$ cat src/rtl/trng_ctrl.sv
// Sequencer for the ring-oscillator TRNG: warm-up, word packing,
// valid/ready publication and repetition-count health test.
module trng_ctrl #(
  parameter int WORD_W     = 32,
  parameter int WARMUP_CYC = 64,
  parameter int RCT_CUTOFF = 32
) (
  input  logic              clk,
  input  logic              rst,
  input  logic              start,
  input  logic              stop,
  input  logic [2:0]        delay_cfg_in,
  output logic              trng_enable,
  output logic [2:0]        trng_delay_cfg,
  input  logic              raw_bit,
  output logic [WORD_W-1:0] rnd_word,
  output logic              rnd_valid,
  input  logic              rnd_ready,
  output logic              busy,
  output logic              health_fail
);

  typedef enum logic [2:0] {
    IDLE,
    WARMUP,
    COLLECT,
    HOLD,
    FAIL
  } state_t;

  localparam int WW = $clog2(WARMUP_CYC + 1);
  localparam int BW = $clog2(WORD_W + 1);
  localparam int RW = $clog2(RCT_CUTOFF + 1);

  localparam logic [WW-1:0] WARM_LAST = WW'(WARMUP_CYC - 1);
  localparam logic [BW-1:0] BIT_LAST  = BW'(WORD_W - 1);
  localparam logic [RW-1:0] CUTOFF    = RW'(RCT_CUTOFF);

  state_t            state;
  logic [WW-1:0]     warm_cnt;
  logic [BW-1:0]     bit_cnt;
  logic [RW-1:0]     run_cnt;
  logic [RW-1:0]     run_next;
  logic              prev_bit;
  logic              rct_hit;
  logic [WORD_W-1:0] shreg;

  // run_cnt == 0 marks the first sample after warm-up
  always_comb begin
    run_next = RW'(1);
    if (run_cnt != '0 && raw_bit == prev_bit) begin
      if (run_cnt == CUTOFF) run_next = run_cnt;
      else                   run_next = run_cnt + 1'b1;
    end
    rct_hit = (run_next == CUTOFF);
  end

  always_ff @(posedge clk) begin
    if (rst) begin
      state          <= IDLE;
      trng_enable    <= 1'b0;
      trng_delay_cfg <= '0;
      rnd_word       <= '0;
      rnd_valid      <= 1'b0;
      busy           <= 1'b0;
      health_fail    <= 1'b0;
      warm_cnt       <= '0;
      bit_cnt        <= '0;
      run_cnt        <= '0;
      prev_bit       <= 1'b0;
      shreg          <= '0;
    end else begin
      unique case (state)
        IDLE: begin
          if (start && !stop) begin
            state          <= WARMUP;
            trng_delay_cfg <= delay_cfg_in;
            warm_cnt       <= '0;
            trng_enable    <= 1'b1;
            busy           <= 1'b1;
          end
        end
        WARMUP, COLLECT, HOLD: begin
          if (stop) begin
            state       <= IDLE;
            trng_enable <= 1'b0;
            busy        <= 1'b0;
            rnd_valid   <= 1'b0;
            rnd_word    <= '0;
            shreg       <= '0;
            bit_cnt     <= '0;
            run_cnt     <= '0;
          end else if (state == WARMUP) begin
            if (warm_cnt == WARM_LAST) begin
              state   <= COLLECT;
              bit_cnt <= '0;
              run_cnt <= '0;
            end else begin
              warm_cnt <= warm_cnt + 1'b1;
            end
          end else begin
            prev_bit <= raw_bit;
            run_cnt  <= run_next;
            if (rct_hit) begin
              // failure beats a word completing on the same sample
              state       <= FAIL;
              health_fail <= 1'b1;
              trng_enable <= 1'b0;
              rnd_valid   <= 1'b0;
              rnd_word    <= '0;
              shreg       <= '0;
            end else if (state == COLLECT) begin
              shreg <= {shreg[WORD_W-2:0], raw_bit};
              if (bit_cnt == BIT_LAST) begin
                rnd_word  <= {shreg[WORD_W-2:0], raw_bit};
                rnd_valid <= 1'b1;
                state     <= HOLD;
              end else begin
                bit_cnt <= bit_cnt + 1'b1;
              end
            end else if (rnd_ready) begin
              rnd_valid <= 1'b0;
              bit_cnt   <= '0;
              state     <= COLLECT;
            end
          end
        end
        FAIL: begin
          if (stop) begin
            state       <= IDLE;
            health_fail <= 1'b0;
            busy        <= 1'b0;
          end
        end
        default: state <= IDLE;
      endcase
    end
  end

endmodule

$ cat config.mk
export PLATFORM = sky130hd
export DESIGN_NAME = trng_ctrl
export DESIGN_NICKNAME = d
export VERILOG_FILES = /design/src/rtl/trng_ctrl.sv
export SDC_FILE = /design/constraint.sdc
export NUM_CORES = 1
export LEC_CHECK = 0
export ABC_AREA = 1
export ABC_CLOCK_PERIOD_IN_PS = 1900
export BUFFER_PORTS_ARGS = -buffer_cell sky130_fd_sc_hd__buf_4
export CORE_UTILIZATION = 55
export CTS_BUF_LIST = sky130_fd_sc_hd__clkbuf_8
export DETAILED_ROUTE_END_ITERATION = 8
export GPL_ROUTABILITY_DRIVEN = 0
export PLACE_DENSITY_LB_ADDON = 0.1
export REMOVE_ABC_BUFFERS = 1
export SYNTH_ARGS = -nofsm -noshare
export SYNTH_HDL_FRONTEND = slang
export SYNTH_SLANG_ARGS = --single-unit
$ cat constraint.sdc
create_clock -name clk -period 1.9 [get_ports clk]
set_clock_uncertainty 0.15 [all_clocks]
set_input_delay 0.095 -clock clk [delete_from_list [all_inputs] [get_ports clk]]
set_output_delay 0.095 -clock clk [all_outputs]
set_load 0.005 [all_outputs]
## Yosys cells after proc, flatten, opt, wreduce, memory -nomap -nowiden

Cells that the tools add are included.

- Register bits after elaboration: 93
- Bits of input ports: 9
- Output and inout port bits: 39
- Logic and storage cells: 122

- $add $sub $neg: 3
- Eq/ne operators: 27
- Mux-type cells: 52
- Bitwise logic cells: 2
- Reduce and logical (&&, ||, !) cells: 26

Operators by type and width:

| kind | number |
|---|---|
| 2-to-1 mux 32 bit | 5 |
| 2-to-1 mux 31 bit | 4 |
| 2-to-1 mux 6 bit | 11 |
| 2-to-1 mux 7 bit | 4 |
| 2-to-1 mux 3 bit | 9 |
| AND reduction 5 bit | 4 |
| inequality test 2 bit, second input constant | 8 |
| 2-to-1 mux 1 bit | 14 |
| one-hot mux 7 bit (2 select lines) | 1 |
| adder 6 x 1 -> 6 bit, second input constant | 2 |
| equality test 6 bit, second input constant | 2 |
| inequality test 6 bit, second input constant | 2 |
| AND reduction 4 bit | 3 |
| one-hot mux 3 bit (3 select lines) | 1 |
| AND reduction 3 bit | 3 |
| inequality test 4 bit, second input constant | 2 |
| nonzero test 4 bit | 2 |
| adder 7 x 1 -> 7 bit, second input constant | 1 |
| equality test 7 x 6 -> 1 bit, second input constant | 1 |
| equality test 3 x 2 -> 1 bit, second input constant | 2 |
| equality test 6 x 5 -> 1 bit, second input constant | 1 |
| inequality test 3 x 2 -> 1 bit, second input constant | 2 |
| inequality test 3 bit, second input constant | 2 |
| one-hot mux 1 bit (2 select lines) | 3 |
| other kinds (15) | 21 |

## Depth between registers and ports, before layout

- Word-level depth: 8
- Gate-level depth with buffers: 15

## Worst setup path before layout

No wires, ideal clock.

- Kind: register to register
- Start: register run_cnt[0]
- End: register trng_enable
- Data arrival time: 1.793 ns
- Data required time: 1.618 ns
- Setup slack: -0.175 ns
- Cell stages (with the launch flop): 14
- Clock period less this slack: 2.075 ns
- Path through: dfxtp_1 inv_1 ha_1 nand3_1 nand2_1 inv_2 nand4_1 nor2_2 nand2_2 buf_2 nand2_2 nand2_1 o21ai_0 a21oi_1

- Cells in the longest elaborated chain, start to end: 6
- Elaborated cells between the ends (all ways): 9
- Those cells by class: 1 x add/sub; 3 x eq/ne; 2 x mux; 3 x reduce/logical

RTL lines:

| item | line | RTL |
|---|---|---|
| from (decl) | 42 | `logic [RW-1:0] run_cnt;` |
| from (signal assigned) | 103 | `run_cnt <= run_next;` |
| adder 6 x 1 -> 6 bit, or another cell as far along | 53 | `else run_next = run_cnt + 1'b1;` |
| 2-to-1 mux 6 bit / logical AND 1 bit (equally long branches) | 52, 51 |  |
| 2-to-1 mux 6 bit (*) | 51 | `if (run_cnt != '0 && raw_bit == prev_bit) begin` |
| equality test 6 bit (*) | 55 | `rct_hit = (run_next == CUTOFF);` |
| inequality test 3 bit (no source line) (*) | n/a |  |
| AND reduction 4 bit (no source line) (*) | n/a |  |
| to (signal assigned) | 61 | `trng_enable <= 1'b0;` |
| to (signal assigned) | 79 | `trng_enable <= 1'b1;` |
| to (signal assigned) | 86 | `trng_enable <= 1'b0;` |
| to (decl) | 13 | `output logic trng_enable,` |

Every way passes the cells marked *; elsewhere a longest branch is shown, timed or not.
A chain may end at the register's enable or synchronous reset.

## Final worst setup path

- Start: register run_cnt[0]
- End: register shreg[17]

- Cells in the longest elaborated chain, start to end: 7
- Elaborated cells between the ends (all ways): 12
- Those cells by class: 1 x add/sub; 2 x eq/ne; 5 x mux; 4 x reduce/logical

RTL lines:

| item | line | RTL |
|---|---|---|
| adder 6 x 1 -> 6 bit, or another cell as far along | 53 |  |
| 2-to-1 mux 6 bit / logical AND 1 bit (equally long branches) | 52, 51 |  |
| 2-to-1 mux 6 bit (*) | 51 |  |
| equality test 6 bit (*) | 55 |  |
| 2-to-1 mux 31 bit | 104 | `if (rct_hit) begin` |
| 2-to-1 mux 31 bit | 93 | `end else if (state == WARMUP) begin` |
| 2-to-1 mux 31 bit | 84 | `if (stop) begin` |
| to (signal assigned) | 113 | `shreg <= {shreg[WORD_W-2:0], raw_bit};` |
| to (decl) | 46 | `logic [WORD_W-1:0] shreg;` |

Every way passes the cells marked *; elsewhere a longest branch is shown, timed or not. The select of a mux whose other input is x is not followed.

==> impl_metrics.csv <==
group,metric,value,unit
finish,fin_cells,894,
clock_tree,clk_latency,0.37,ns
grt,grt_pass1_wl,19.9,mm
sta,fin_ws,-0.428,ns
clock_tree,cts_max_level,3,
setup_path,cp_slowest_cell,"dfxtp_4",
yosys,synth_cells,666,
route,drt_iter0_markers,270,
sta,rsz0062_at_grt,"true",
route,routed_wl,12.4,mm
setup_path,cp_max_fo,10,
setup_path,worstPathCellList,"buf_4 -> nand3_4 -> nor2_2 -> nand2_1 -> nand2_2 -> nand3_2 -> nor2_4 -> nand2_4 -> nand3_4 -> buf_12 -> nand2_8 -> inv_8 -> buf_12 -> buf_12 -> nand2_1 -> nand2_1 -> nor2_2",
yosys,syn-cell-area,0.00438,mm2
pwr,p_int,4.80,mW
pwr,swShare,0.394,
floorplan,initial_core_util,0.566,
route,post_drt_wl_per_cell,13.9,um
finish,final_util,0.791,
run,cap_viol_max_count,0,
setup_path,worst_setup_path_start_kind,"register",
finish,nets,800,
yosys,async_flop_share,0,
yosys,yosysTopAreaCell,"dfxtp_1",
floorplan,die_h,91.2,um
clock_tree,clock-sinks,93,
sta,setup_viol,81,
route,vias,4750,
finish,syn2layout_area_growth,39.8,%
pwr,power_switching,3.13,mW
floorplan,row_count,32,
yosys,synth_top_cell_area_share,0.426,
pwr,power.total,7.93,mW
sta,tightestPinTransition,0.678,ns
sta,min_period_over_period,1.23,
setup_path,cp_slowest_stage_delay,0.40,ns
place,post-place-cells,831,
run_status,violations,"negative setup slack",
pwr,p_comb_frac,0.475,
place,dp_slack,-0.339,ns
clock_tree,cts_tree,"built",
grt,grt.total_usage,0.297,
sta,final_max_slew_viol_count,0,
grt,grt_max_degree,37,
finish,post_route_cells_drive_above_1_share,0.288,
setup_path,cp.arrival,2.44,ns
yosys,synth-edff-count,0,
pwr,irDropWorstVdd,0.642,mV
clock_tree,numCtsBuffers,9,
yosys,syn_avg_cell_area,6.57,um2
finish,fin_area,0.00612,mm2
grt,grt_overflow_total,0,
yosys,synthFlopType,"dfxtp_1",
yosys,synthTopCellsByArea,"dfxtp_1, nand2_1, nor2_1, inv_1, nand3_1",
pwr,p_leak,2.83,nW
route,first_pass_iters,7,
route,drc_errors,0,
pwr,clkPwrFrac,0.176,
sta,slew_headroom,0.546,
floorplan,die_area,0.00832,mm2
yosys,synth_warnings,0,
place,place_hpwl,6.64,mm
sta,holdWs,0.0536,ns
route,ant_nets,0,
yosys,synthTopCellsByCount,"nand2_1, nor2_1, dfxtp_1, inv_1, nand3_1",
clock_tree,cts-root-buf,"clkbuf_8",
clock_tree,cts_buffer_depth,2,
place,port_buffers,47,
floorplan,core_area,0.00773,mm2
floorplan,die_w,91.2,um
setup_path,critPathKind,"reg -> reg",
sta,timing.final.crit_period,2.33,ns
run_status,status,"complete, but fails checks",
sta,finalSetupTns,-28.02,ns
yosys,yosysMostFrequentCell,"nand2_1",
finish,diodes,0,
sta,hold_viol_final,0,
finish,regArea,0.00187,mm2
yosys,ys_seq_elements,93,
min_path,hold_class,"in -> reg",
setup_path,endpoint_kind,"register",
setup_path,cp_data_required_time,2.02,ns
yosys,ys_types,30,
finish,num-fill-cells,527,
pwr,power_density,1300,mW/mm2
grt,antenna_found_initial,0,
clock_tree,clk_pin_slew,0.09,ns
finish,multiInputGateArea,0.00236,mm2
floorplan,boundaryPins,48,
place,dpl_cell_area,0.00510,mm2
sta,fmaxAchievable,0.430,GHz
route,via_per_inst,5.31,
pwr,pwr-share-seq,0.348,
grt,grt_pass1_vias,4405,
yosys,synth-seq-area-share,0.426,
==> routing by layer <==
layer,GRT usage,part of all wire,vias to the layer above
li1,-,-,2338
met1,0.370,0.42,2194
met2,0.515,0.50,184
met3,0.0452,0.049,34
met4,0.116,0.026,0
met5,0,0,-
==> critical path: cells and delay by family, from the launching register on <==
kind,cells,cell delay (ns)
buf+inv,5,0.58
flops,1,0.40
simple gates,12,1.09
==> registers in the layout, summed over array words and instances, names as in the netlist <==
name,flops
rnd_word,32
shreg,31
warm_cnt,7
bit_cnt,6
run_cnt,6
state,3
trng_delay_cfg,3
busy,1
health_fail,1
prev_bit,1
rnd_valid,1
trng_enable,1
==> path summary, 6_finish.rpt <==
path	slack, ns	endpoint	start	cells after the start
max reg2reg	-0.43	shreg[17]	run_cnt[0]	17
min	0.05	busy	stop	5
max	-0.43	shreg[17]	run_cnt[0]	17
min reg2reg	0.31	warm_cnt[6]	warm_cnt[6]	2
==> power groups by stage <==
stage	clock network, mW	registers (mW)	logic, mW
final	1.40	2.76	3.77
after global routing	1.50	2.82	4.18
after CTS	1.40	2.74	3.47
after detailed placement	0	2.77	2.96
after global placement	0	2.75	2.88
after floorplan	0	2.76	1.80
==> final cells by class <==
type | count | share of cell area
Sequential cell | 93 | 0.306
Clock inverter | 6 | 0.0117
Timing Repair Buffer | 140 | 0.203
Clock buffer | 10 | 0.0225
Multi-Input combinational cell | 465 | 0.385
Tap cell | 102 | 0.0209
Inverter | 78 | 0.0507
==> cells in the final DEF (no fill, tap or decap), drive strengths merged, types with 5 or more instances in the layout <==
cell         count
buf            134
o21ai           22
nand2          164
nand3           46
dfxtp           93
inv             78
dlygate4sd3      6
clkbuf          10
nor3             5
nor2           157
nand4           32
a21oi           21
==> timing repair <==
action	in CTS	in global routing
hold buffers	6	0
resized for setup	73	46
pin swaps	17	22
setup endpoints to repair	74	88
hold endpoints to repair	8	0
buffers inserted	33	4
gates cloned	3	1
==> cells by family after synthesis <==
| group | synth area share |
|---|---|
| adders and majority gates | 0.0114 |
| xor gates and xnor gates | 0.0100 |
| buffers and inverters | 0.101 |
| AOI/OAI and AO/OA | 0.0578 |
| and+or+nand+nor | 0.394 |
| DFF | 0.426 |
No activity file was read; power rests on OpenSTA's default activity.
